==> config.mk <==
export PLATFORM = sky130hd
export DESIGN_NAME = vc_traffic_window_profiler_flat
export DESIGN_NICKNAME = d
export VERILOG_FILES = /design/src/rtl/vc_traffic_window_profiler_if.sv /design/src/rtl/vc_traffic_window_profiler.sv /design/src/flat_wrapper.sv
export SDC_FILE = /design/constraint.sdc
export NUM_CORES = 1
export LEC_CHECK = 0
export CORE_UTILIZATION = 45
export CTS_CLUSTER_DIAMETER = 30
export CTS_CLUSTER_SIZE = 20
export DETAILED_ROUTE_END_ITERATION = 6
export GPL_TIMING_DRIVEN = 0
export PLACE_DENSITY = 0.7
export SYNTH_ARGS = -nofsm -noshare
export SYNTH_HDL_FRONTEND = slang
export SYNTH_SLANG_ARGS = --single-unit
==> constraint.sdc <==
create_clock -name clk_i -period 2.3 [get_ports clk_i]
set_input_delay 0.46 -clock clk_i [delete_from_list [all_inputs] [get_ports clk_i]]
set_output_delay 0.46 -clock clk_i [all_outputs]
set_load 0.01 [all_outputs]
==> src/rtl/vc_traffic_window_profiler_if.sv <==
// Observation bundle for num_links_p cache links: fwd/rev handshakes plus fwd packet coordinates.
// master drives the link-side view, slave is the passive profiler.
interface vc_traffic_window_profiler_if #(
    parameter int unsigned num_links_p    = 1,
    parameter int unsigned x_cord_width_p = 4,
    parameter int unsigned y_cord_width_p = 4
);
    logic [num_links_p-1:0]                     fwd_v;
    logic [num_links_p-1:0]                     fwd_ready_and_rev;
    logic [num_links_p-1:0][x_cord_width_p-1:0] fwd_src_x;
    logic [num_links_p-1:0][y_cord_width_p-1:0] fwd_src_y;
    logic [num_links_p-1:0][x_cord_width_p-1:0] fwd_x;
    logic [num_links_p-1:0][y_cord_width_p-1:0] fwd_y;
    logic [num_links_p-1:0]                     rev_v;
    logic [num_links_p-1:0]                     rev_ready_and_rev;

    modport master (
        output fwd_v, fwd_ready_and_rev, fwd_src_x, fwd_src_y, fwd_x, fwd_y,
        output rev_v, rev_ready_and_rev
    );

    modport slave (
        input fwd_v, fwd_ready_and_rev, fwd_src_x, fwd_src_y, fwd_x, fwd_y,
        input rev_v, rev_ready_and_rev
    );
endinterface

==> src/rtl/vc_traffic_window_profiler.sv <==
// Per-link windowed traffic profiler: counts region fwd accepts, rev accepts and fwd stalls,
// snapshots each window and dumps the snapshot one link per cycle.
module vc_traffic_window_profiler #(
    parameter int unsigned link_addr_width_p = 28,
    parameter int unsigned data_width_p      = 32,
    parameter int unsigned x_cord_width_p    = 4,
    parameter int unsigned y_cord_width_p    = 4,
    parameter int unsigned num_tiles_x_p     = 4,
    parameter int unsigned num_tiles_y_p     = 4,
    parameter int unsigned origin_x_p        = 0,
    parameter int unsigned origin_y_p        = 0,
    parameter int unsigned num_links_p       = 1,
    parameter int unsigned window_cycles_p   = 1024,
    parameter int unsigned ctr_width_p       = 16,
    parameter int unsigned event_trace_p     = 0
) (
    input  logic                                clk_i,
    input  logic                                reset_i,
    vc_traffic_window_profiler_if.slave         link_sif,
    input  logic [31:0]                         global_ctr_i,
    input  logic                                trace_en_i,
    output logic                                win_v_o,
    output logic                                win_partial_o,
    output logic [num_links_p*ctr_width_p-1:0]  win_fwd_o,
    output logic [num_links_p*ctr_width_p-1:0]  win_rev_o,
    output logic [num_links_p*ctr_width_p-1:0]  win_stall_o,
    output logic                                dump_busy_o
);
    localparam int unsigned WinW = (window_cycles_p > 1) ? $clog2(window_cycles_p) : 1;
    localparam int unsigned IdxW = (num_links_p > 1) ? $clog2(num_links_p) : 1;
    localparam logic [WinW-1:0] WinLast = WinW'(window_cycles_p - 1);
    localparam logic [IdxW-1:0] IdxLast = IdxW'(num_links_p - 1);
    localparam logic [ctr_width_p-1:0] CtrMax = '1;

    // A new window must not end before the previous dump has finished.
    if (window_cycles_p < num_links_p + 1) begin : g_bad_window
        $error("window_cycles_p must be >= num_links_p+1");
    end
    if (link_addr_width_p == 0 || data_width_p == 0 || num_links_p == 0) begin : g_bad_width
        $error("link widths and num_links_p must be nonzero");
    end

    typedef enum logic {StIdle, StCount} state_e;
    typedef enum logic {StDumpIdle, StDumpBusy} dump_state_e;
    typedef logic [num_links_p-1:0][ctr_width_p-1:0] ctr_arr_t;

    state_e          state_q, state_d;
    dump_state_e     dump_q, dump_d;
    logic [IdxW-1:0] idx_q, idx_d;
    logic [WinW-1:0] win_ctr_q, win_ctr_d;
    logic            pend_q, pend_d;
    logic            win_v_q, win_v_d;
    logic            partial_q, partial_d;
    ctr_arr_t        fwd_q, fwd_d, rev_q, rev_d, stall_q, stall_d;
    ctr_arr_t        snap_fwd_q, snap_fwd_d, snap_rev_q, snap_rev_d, snap_stall_q, snap_stall_d;
    ctr_arr_t        fwd_inc, rev_inc, stall_inc;
    logic [num_links_p-1:0] fwd_ev, rev_ev, stall_ev;
    logic            count_en, cut_req, win_end, take_part;

    function automatic logic in_region(input logic [x_cord_width_p-1:0] x,
                                       input logic [y_cord_width_p-1:0] y);
        // Unsigned wrap turns the two-sided range test into one compare per axis.
        return ((32'(x) - origin_x_p) < num_tiles_x_p) && ((32'(y) - origin_y_p) < num_tiles_y_p);
    endfunction

    function automatic logic [ctr_width_p-1:0] sat_inc(input logic [ctr_width_p-1:0] c,
                                                       input logic ev);
        return (ev && c != CtrMax) ? c + 1'b1 : c;
    endfunction

    always_comb begin
        for (int l = 0; l < num_links_p; l++) begin
            fwd_ev[l]   = link_sif.fwd_v[l] & link_sif.fwd_ready_and_rev[l]
                        & in_region(link_sif.fwd_src_x[l], link_sif.fwd_src_y[l]);
            stall_ev[l] = link_sif.fwd_v[l] & ~link_sif.fwd_ready_and_rev[l];
            rev_ev[l]   = link_sif.rev_v[l] & link_sif.rev_ready_and_rev[l];
            fwd_inc[l]   = sat_inc(fwd_q[l], fwd_ev[l]);
            rev_inc[l]   = sat_inc(rev_q[l], rev_ev[l]);
            stall_inc[l] = sat_inc(stall_q[l], stall_ev[l]);
        end
    end

    assign count_en  = (state_q == StCount) && trace_en_i;
    assign cut_req   = (state_q == StCount) && !trace_en_i;
    assign win_end   = count_en && (win_ctr_q == WinLast);
    // A cut window waits for the running dump to drain before it is snapshotted.
    assign take_part = (cut_req || pend_q) && (dump_q == StDumpIdle);
    assign pend_d    = (cut_req || pend_q) && (dump_q != StDumpIdle);

    always_ff @(posedge clk_i) begin
        if (reset_i) begin
            state_q      <= StIdle;
            dump_q       <= StDumpIdle;
            idx_q        <= '0;
            win_ctr_q    <= '0;
            pend_q       <= 1'b0;
            win_v_q      <= 1'b0;
            partial_q    <= 1'b0;
            fwd_q        <= '0;
            rev_q        <= '0;
            stall_q      <= '0;
            snap_fwd_q   <= '0;
            snap_rev_q   <= '0;
            snap_stall_q <= '0;
        end else begin
            state_q      <= state_d;
            dump_q       <= dump_d;
            idx_q        <= idx_d;
            win_ctr_q    <= win_ctr_d;
            pend_q       <= pend_d;
            win_v_q      <= win_v_d;
            partial_q    <= partial_d;
            fwd_q        <= fwd_d;
            rev_q        <= rev_d;
            stall_q      <= stall_d;
            snap_fwd_q   <= snap_fwd_d;
            snap_rev_q   <= snap_rev_d;
            snap_stall_q <= snap_stall_d;
        end
    end

    always_comb begin
        state_d = state_q;
        unique case (state_q)
            StIdle:  if (trace_en_i && !pend_q) state_d = StCount;
            StCount: if (!trace_en_i) state_d = StIdle;
            default: state_d = StIdle;
        endcase
        dump_d = dump_q;
        idx_d  = idx_q;
        unique case (dump_q)
            StDumpIdle: begin
                if (win_end || take_part) begin
                    dump_d = StDumpBusy;
                    idx_d  = '0;
                end
            end
            StDumpBusy: begin
                if (idx_q == IdxLast) dump_d = StDumpIdle;
                else                  idx_d  = idx_q + 1'b1;
            end
            default: dump_d = StDumpIdle;
        endcase
    end

    always_comb begin
        fwd_d        = fwd_q;
        rev_d        = rev_q;
        stall_d      = stall_q;
        snap_fwd_d   = snap_fwd_q;
        snap_rev_d   = snap_rev_q;
        snap_stall_d = snap_stall_q;
        win_ctr_d    = win_ctr_q;
        win_v_d      = win_end || take_part;
        partial_d    = partial_q;
        if (win_end) begin
            snap_fwd_d   = fwd_inc;
            snap_rev_d   = rev_inc;
            snap_stall_d = stall_inc;
            fwd_d        = '0;
            rev_d        = '0;
            stall_d      = '0;
            win_ctr_d    = '0;
            partial_d    = 1'b0;
        end else if (count_en) begin
            fwd_d     = fwd_inc;
            rev_d     = rev_inc;
            stall_d   = stall_inc;
            win_ctr_d = win_ctr_q + 1'b1;
        end else if (take_part) begin
            snap_fwd_d   = fwd_q;
            snap_rev_d   = rev_q;
            snap_stall_d = stall_q;
            fwd_d        = '0;
            rev_d        = '0;
            stall_d      = '0;
            win_ctr_d    = '0;
            partial_d    = 1'b1;
        end
    end

    assign win_v_o       = win_v_q;
    assign win_partial_o = win_v_q & partial_q;
    assign win_fwd_o     = snap_fwd_q;
    assign win_rev_o     = snap_rev_q;
    assign win_stall_o   = snap_stall_q;
    assign dump_busy_o   = (dump_q == StDumpBusy);

`ifndef SYNTHESIS
    always_ff @(posedge clk_i) begin
        if (!reset_i) begin
            if (dump_q == StDumpBusy) begin
                $display("vc_win,%0d,%0d,%0d,%0d,%0d,%0d", global_ctr_i, idx_q,
                         snap_fwd_q[idx_q], snap_rev_q[idx_q], snap_stall_q[idx_q], partial_q);
            end
            for (int l = 0; l < num_links_p; l++) begin
                if (event_trace_p != 0 && count_en && fwd_ev[l]) begin
                    $display("vc_fwd,%0d,%0d,%0d,%0d,%0d,%0d", global_ctr_i, l,
                             link_sif.fwd_src_x[l], link_sif.fwd_src_y[l],
                             link_sif.fwd_x[l], link_sif.fwd_y[l]);
                end
            end
        end
    end
`endif
endmodule

==> src/flat_wrapper.sv <==
// flat-port wrapper written by rule: the top's interface ports become plain ports
module vc_traffic_window_profiler_flat 
#(
    parameter int unsigned link_addr_width_p = 28,
    parameter int unsigned data_width_p      = 32,
    parameter int unsigned x_cord_width_p    = 4,
    parameter int unsigned y_cord_width_p    = 4,
    parameter int unsigned num_tiles_x_p     = 4,
    parameter int unsigned num_tiles_y_p     = 4,
    parameter int unsigned origin_x_p        = 0,
    parameter int unsigned origin_y_p        = 0,
    parameter int unsigned num_links_p       = 1,
    parameter int unsigned window_cycles_p   = 1024,
    parameter int unsigned ctr_width_p       = 16,
    parameter int unsigned event_trace_p     = 0
)
  (clk_i, reset_i, global_ctr_i, trace_en_i, win_v_o, win_partial_o, win_fwd_o, win_rev_o, win_stall_o, dump_busy_o, link_sif_fwd_v, link_sif_fwd_ready_and_rev, link_sif_fwd_src_x, link_sif_fwd_src_y, link_sif_fwd_x, link_sif_fwd_y, link_sif_rev_v, link_sif_rev_ready_and_rev);
  vc_traffic_window_profiler_if #(.num_links_p(num_links_p), .x_cord_width_p(x_cord_width_p), .y_cord_width_p(y_cord_width_p)) link_sif_i ();
  input  logic clk_i;
  input  logic reset_i;
  input  logic [31:0] global_ctr_i;
  input  logic trace_en_i;
  output logic win_v_o;
  output logic win_partial_o;
  output logic [num_links_p*ctr_width_p-1:0] win_fwd_o;
  output logic [num_links_p*ctr_width_p-1:0] win_rev_o;
  output logic [num_links_p*ctr_width_p-1:0] win_stall_o;
  output logic dump_busy_o;
  input wire logic [$bits(link_sif_i.fwd_v)-1:0] link_sif_fwd_v;
  input wire logic [$bits(link_sif_i.fwd_ready_and_rev)-1:0] link_sif_fwd_ready_and_rev;
  input wire logic [$bits(link_sif_i.fwd_src_x)-1:0] link_sif_fwd_src_x;
  input wire logic [$bits(link_sif_i.fwd_src_y)-1:0] link_sif_fwd_src_y;
  input wire logic [$bits(link_sif_i.fwd_x)-1:0] link_sif_fwd_x;
  input wire logic [$bits(link_sif_i.fwd_y)-1:0] link_sif_fwd_y;
  input wire logic [$bits(link_sif_i.rev_v)-1:0] link_sif_rev_v;
  input wire logic [$bits(link_sif_i.rev_ready_and_rev)-1:0] link_sif_rev_ready_and_rev;
  assign link_sif_i.fwd_v = link_sif_fwd_v;
  assign link_sif_i.fwd_ready_and_rev = link_sif_fwd_ready_and_rev;
  assign link_sif_i.fwd_src_x = link_sif_fwd_src_x;
  assign link_sif_i.fwd_src_y = link_sif_fwd_src_y;
  assign link_sif_i.fwd_x = link_sif_fwd_x;
  assign link_sif_i.fwd_y = link_sif_fwd_y;
  assign link_sif_i.rev_v = link_sif_rev_v;
  assign link_sif_i.rev_ready_and_rev = link_sif_rev_ready_and_rev;
  vc_traffic_window_profiler #(.link_addr_width_p(link_addr_width_p), .data_width_p(data_width_p), .x_cord_width_p(x_cord_width_p), .y_cord_width_p(y_cord_width_p), .num_tiles_x_p(num_tiles_x_p), .num_tiles_y_p(num_tiles_y_p), .origin_x_p(origin_x_p), .origin_y_p(origin_y_p), .num_links_p(num_links_p), .window_cycles_p(window_cycles_p), .ctr_width_p(ctr_width_p), .event_trace_p(event_trace_p)) u_core (.clk_i(clk_i), .reset_i(reset_i), .link_sif(link_sif_i), .global_ctr_i(global_ctr_i), .trace_en_i(trace_en_i), .win_v_o(win_v_o), .win_partial_o(win_partial_o), .win_fwd_o(win_fwd_o), .win_rev_o(win_rev_o), .win_stall_o(win_stall_o), .dump_busy_o(dump_busy_o));
endmodule
==> insert_results.sql <==
INSERT INTO impl_metrics (metric_group, metric, value, unit) VALUES
('sta', 'maximum_operating_frequency', '0.439', 'GHz'),
('sta', 'total_of_endpoints_with_negative_setup_slack_in_the_final_report', '0', ''),
('placed_design', 'gp_routability_congestion', '0.959', ''),
('logic_synthesis', 'synth-edff-count', '0', ''),
('route', 'drt_iter0_drc', '1022', ''),
('clocking', 'cts-buffers-inserted', '9', ''),
('placed_design', 'post_place_cells', '996', ''),
('job', 'max_cap_viol_count', '0', ''),
('logic_synthesis', 'ys_types', '65', ''),
('sta', 'final-hold-violation-count', '0', ''),
('sta', 'postLayoutSetupSlackWorst', '0.0222', 'ns'),
('worst_setup_path', 'worstPathCellList', 'clkdlybuf4s50_1 > nand4bb_2 > nor4_4 > buf_4 > nand4_1 > or3_1 > a31oi_1', ''),
('pwr', 'power_density', '520', 'mW/mm2'),
('pwr', 'power_consumption', '3.78', 'mW'),
('sta', 'finalCriticalPeriod', '2.28', 'ns'),
('die', 'fp.dieW', '117', 'um'),
('global_routing', 'grt_first_pass_wirelength', '34800', 'um'),
('cells_and_area', 'finalNonFillerCells', '1012', ''),
('logic_synthesis', 'netlist_instances', '764', ''),
('cells_and_area', 'final_nets', '896', ''),
('cells_and_area', 'areaGrowthSynthToFinish', '21.5', '%'),
('worst_setup_path', 'r2r_end', 'u_core.win_fwd_o[8]', ''),
('logic_synthesis', 'synthesis.area_per_instance', '7.82', 'um2'),
('clocking', 'tritoncts', 'built', ''),
('worst_setup_path', 'path_class', 'in -> reg', ''),
('sta', 'worst_case_headroom_to_the_max_slew_limit', '0.383', ''),
('clocking', 'clock_path_buffers', '2', ''),
('worst_hold_path', 'hold_crit_path_type', 'reg -> reg', ''),
('placed_design', 'buffer_ports.inserted', '60', ''),
('logic_synthesis', 'syn_area', '0.00598', 'mm2'),
('route', 'avgViaCountPerCell', '6.82', ''),
('route', 'routed_wire_length_per_instance', '22.6', 'um'),
('global_routing', 'antenna_found_initial', '0', ''),
('status', 'status', 'finished clean', ''),
('die', 'top_level_ports', '106', ''),
('logic_synthesis', 'share_of_the_yosys_chip_area_belonging_to_registers', '0.372', ''),
('worst_setup_path', 'r2r_slack', '0.07', 'ns'),
('die', 'floorplan.initialDensity', '0.468', ''),
('worst_setup_path', 'path_max_fanout', '6', ''),
('worst_setup_path', 'slowest_delay', '0.59', 'ns'),
('cells_and_area', 'final_layout_size_suffix_gt1_frac', '0.125', ''),
('route', 'detailedRoute.firstPassIterationCount', '6', ''),
('cells_and_area', 'insertedDiodeCount', '0', ''),
('clocking', 'clk_pin_slew_worst_paths', '0.07', 'ns'),
('sta', 'rsz0062_at_grt', 'true', ''),
('global_routing', 'first_global_vias', '6187', ''),
('logic_synthesis', 'ys_ff_latch', '111', ''),
('die', 'core', '0.0128', 'mm2'),
('logic_synthesis', 'synth_top_flop_cell', 'sky130_fd_sc_hd__dfxtp_1', ''),
('clocking', 'insertion_delay', '0.37', 'ns'),
('global_routing', 'grt_usage', '0.343', ''),
('global_routing', 'global_route.overflow_total', '0', ''),
('sta', 'tightest_slew', '0.925', 'ns'),
('pwr', 'leakagePower', '2.31', 'nW'),
('worst_setup_path', 'timing.critical_path.to_type', 'flop', ''),
('placed_design', 'detailed_place_hpwl', '15100', 'um'),
('die', 'die_y', '117', 'um'),
('route', 'detail_route.drc_violations', '0', ''),
('sta', 'timing_max_transition_violations_final', '0', ''),
('global_routing', 'grt_start_max_net_pins', '16', ''),
('worst_setup_path', 'crit_end', 'u_core.win_fwd_o[8]', ''),
('route', 'ant_nets', '0', ''),
('route', 'wirelength', '22800', 'um'),
('clocking', 'clkSinkCount', '111', ''),
('cells_and_area', 'fillers', '1156', ''),
('logic_synthesis', 'synthArstFlopShare', '0', ''),
('worst_setup_path', 'rr_worst_depth', '7', ''),
('cells_and_area', 'final_core_util', '0.569', ''),
('worst_setup_path', 'timing.critical_path.required', '2.59', 'ns'),
('worst_setup_path', 'arrival_time_reported_for_the_critical_path_endpoint', '2.56', 'ns'),
('placed_design', 'preCtsSetupSlack', '-1.09', 'ns');
layout by cell type, fill, tap and decap left out, types with 5 or more instances in the layout:
| cell type | instances |
|---|---|
| sky130_fd_sc_hd__a21oi_1 | 53 |
| sky130_fd_sc_hd__a22oi_1 | 10 |
| sky130_fd_sc_hd__a311oi_1 | 10 |
| sky130_fd_sc_hd__a31oi_1 | 57 |
| sky130_fd_sc_hd__a32oi_1 | 7 |
| sky130_fd_sc_hd__a41oi_1 | 7 |
| sky130_fd_sc_hd__and2_1 | 11 |
| sky130_fd_sc_hd__and3_1 | 9 |
| sky130_fd_sc_hd__and4_1 | 6 |
| sky130_fd_sc_hd__buf_2 | 17 |
| sky130_fd_sc_hd__buf_4 | 8 |
| sky130_fd_sc_hd__clkbuf_1 | 15 |
| sky130_fd_sc_hd__clkbuf_16 | 9 |
| sky130_fd_sc_hd__clkbuf_2 | 19 |
| sky130_fd_sc_hd__clkbuf_4 | 5 |
| sky130_fd_sc_hd__clkdlybuf4s50_1 | 59 |
| sky130_fd_sc_hd__dfxtp_1 | 105 |
| sky130_fd_sc_hd__dfxtp_2 | 6 |
| sky130_fd_sc_hd__inv_1 | 20 |
| sky130_fd_sc_hd__nand2_1 | 71 |
| sky130_fd_sc_hd__nand3_1 | 34 |
| sky130_fd_sc_hd__nand4_1 | 19 |
| sky130_fd_sc_hd__nor2_1 | 40 |
| sky130_fd_sc_hd__nor2b_1 | 5 |
| sky130_fd_sc_hd__nor3_1 | 20 |
| sky130_fd_sc_hd__nor3b_1 | 6 |
| sky130_fd_sc_hd__o211a_1 | 5 |
| sky130_fd_sc_hd__o21ai_0 | 62 |
| sky130_fd_sc_hd__o31a_1 | 5 |
| sky130_fd_sc_hd__o32ai_1 | 6 |
| sky130_fd_sc_hd__or3_1 | 36 |
| sky130_fd_sc_hd__or4_1 | 5 |
registers in the layout, indices dropped and copies added (netlist names):
signal	cells
u_core.win_ctr_q	10
u_core.dump_busy_o	1
u_core.partial_q	1
u_core.win_fwd_o	16
u_core.win_rev_o	16
u_core.win_stall_o	16
u_core.rev_q	16
u_core.fwd_q	16
u_core.state_q	1
u_core.stall_q	16
u_core.pend_q	1
u_core.win_v_o	1
cells in the mapped netlist, drive strengths merged, types with 4 or more instances:
master,n,area (um2)
o211a,5,50.1
nand4,20,131
o2111ai,5,43.8
o21a,4,30.0
inv,20,75.1
buf,25,128
a211oi,4,30.0
and3,9,56.3
o31a,5,43.8
nor2,44,170
o211ai,4,43.8
dfxtp,111,2220
a311oi,10,87.6
a32oi,7,61.3
nand2,72,270
and4,6,52.6
a22oi,10,75.1
or4,6,45.0
and2,13,81.3
a21oi,54,270
nor3b,7,57.6
or3,36,225
a31oi,57,357
nor2b,5,31.3
clkbuf,39,148
o32ai,6,52.6
o31ai,5,37.5
ha,4,50.1
o22ai,4,25.0
o21ai,64,320
a41oi,7,61.3
nand3,36,180
nor3,23,115
how the worst min path moves through the flow:
stage / start / slack (ns) / endpoint / cells past startpoint
final: u_core.partial_q / 0.47 / u_core.partial_q / 2
after global routing: u_core.win_stall_o[10] / 0.49 / u_core.win_stall_o[10] / 2
after CTS: u_core.win_stall_o[13] / 0.47 / u_core.win_stall_o[13] / 2
after detailed placement: u_core.win_stall_o[13] / 0.46 / u_core.win_stall_o[13] / 2
after global placement: u_core.partial_q / 0.45 / u_core.partial_q / 2
after floorplan: u_core.partial_q / 0.43 / u_core.partial_q / 2
where the power goes:
part           switching, mW  internal (mW)  leakage [nW]
sequential            0.0273           1.95         0.899
clock                  0.708          0.782         0.132
combinational          0.208          0.105          1.28
worst max-delay path: cells and delay by family:
kind	cells	cell delay (ns)
AO/OA/AOI/OAI	1	0.12
AND/OR/NAND/NOR	4	1.18
buffers and inverters	2	0.80
stage by stage:
| step | hold WS [ns] | setup TNS [ns] | cell area, um2 |
|---|---|---|---|
| after floorplan | 0.432 | 0 | 5980 |
| after global placement | 0.452 | -67.09 | 6790 |
| after detailed placement | 0.463 | -72.56 | 6790 |
| after CTS | 0.472 | 0 | 7190 |
| after global routing | 0.487 | -0.0899 | 7270 |
| final | 0.472 | 0 | 7270 |
final cells by class:
cell class              instances  area, um2  share of cell area
repair buffers                 65        637              0.0877
plain buffers                  61        312              0.0429
clock inverters                 1       5.00            0.000689
clock buffers                  13        260              0.0358
flip-flops and latches        111       2230               0.307
multi-input cells             569       3530               0.486
well taps                     172        215              0.0296
inverters                      20       75.1              0.0103
per-layer routing:
metal	global-route usage	up-vias	wire length, um
met1	0.458	3261	9220
met2	0.509	475	9720
met4	0.186	0	1340
met5	0	-	0
li1	-	3066	-
met3	0.0819	95	2560
cell families (layout without fill, tap and decap cells):
logic type,count (synthesis),in the layout,share of synthesized area
AND/OR/NAND/NOR,292,292,0.260
AO/OA/AOI/OAI,268,268,0.293
flip-flops,111,111,0.372
multiplexers,5,5,0.00879
buffers and inverters,84,160,0.0586
adder cells (fa/ha/maj),4,4,0.00837
timing repair:
item                                    in CTS  in global routing
gates resized for setup                     43                 26
cloned                                       0                  0
setup buffers                                4                  1
hold buffers                                 0                  0
pin swaps                                    2                  2
endpoints found under the setup margin      89                 92
(Power assumes the default switching activity.)
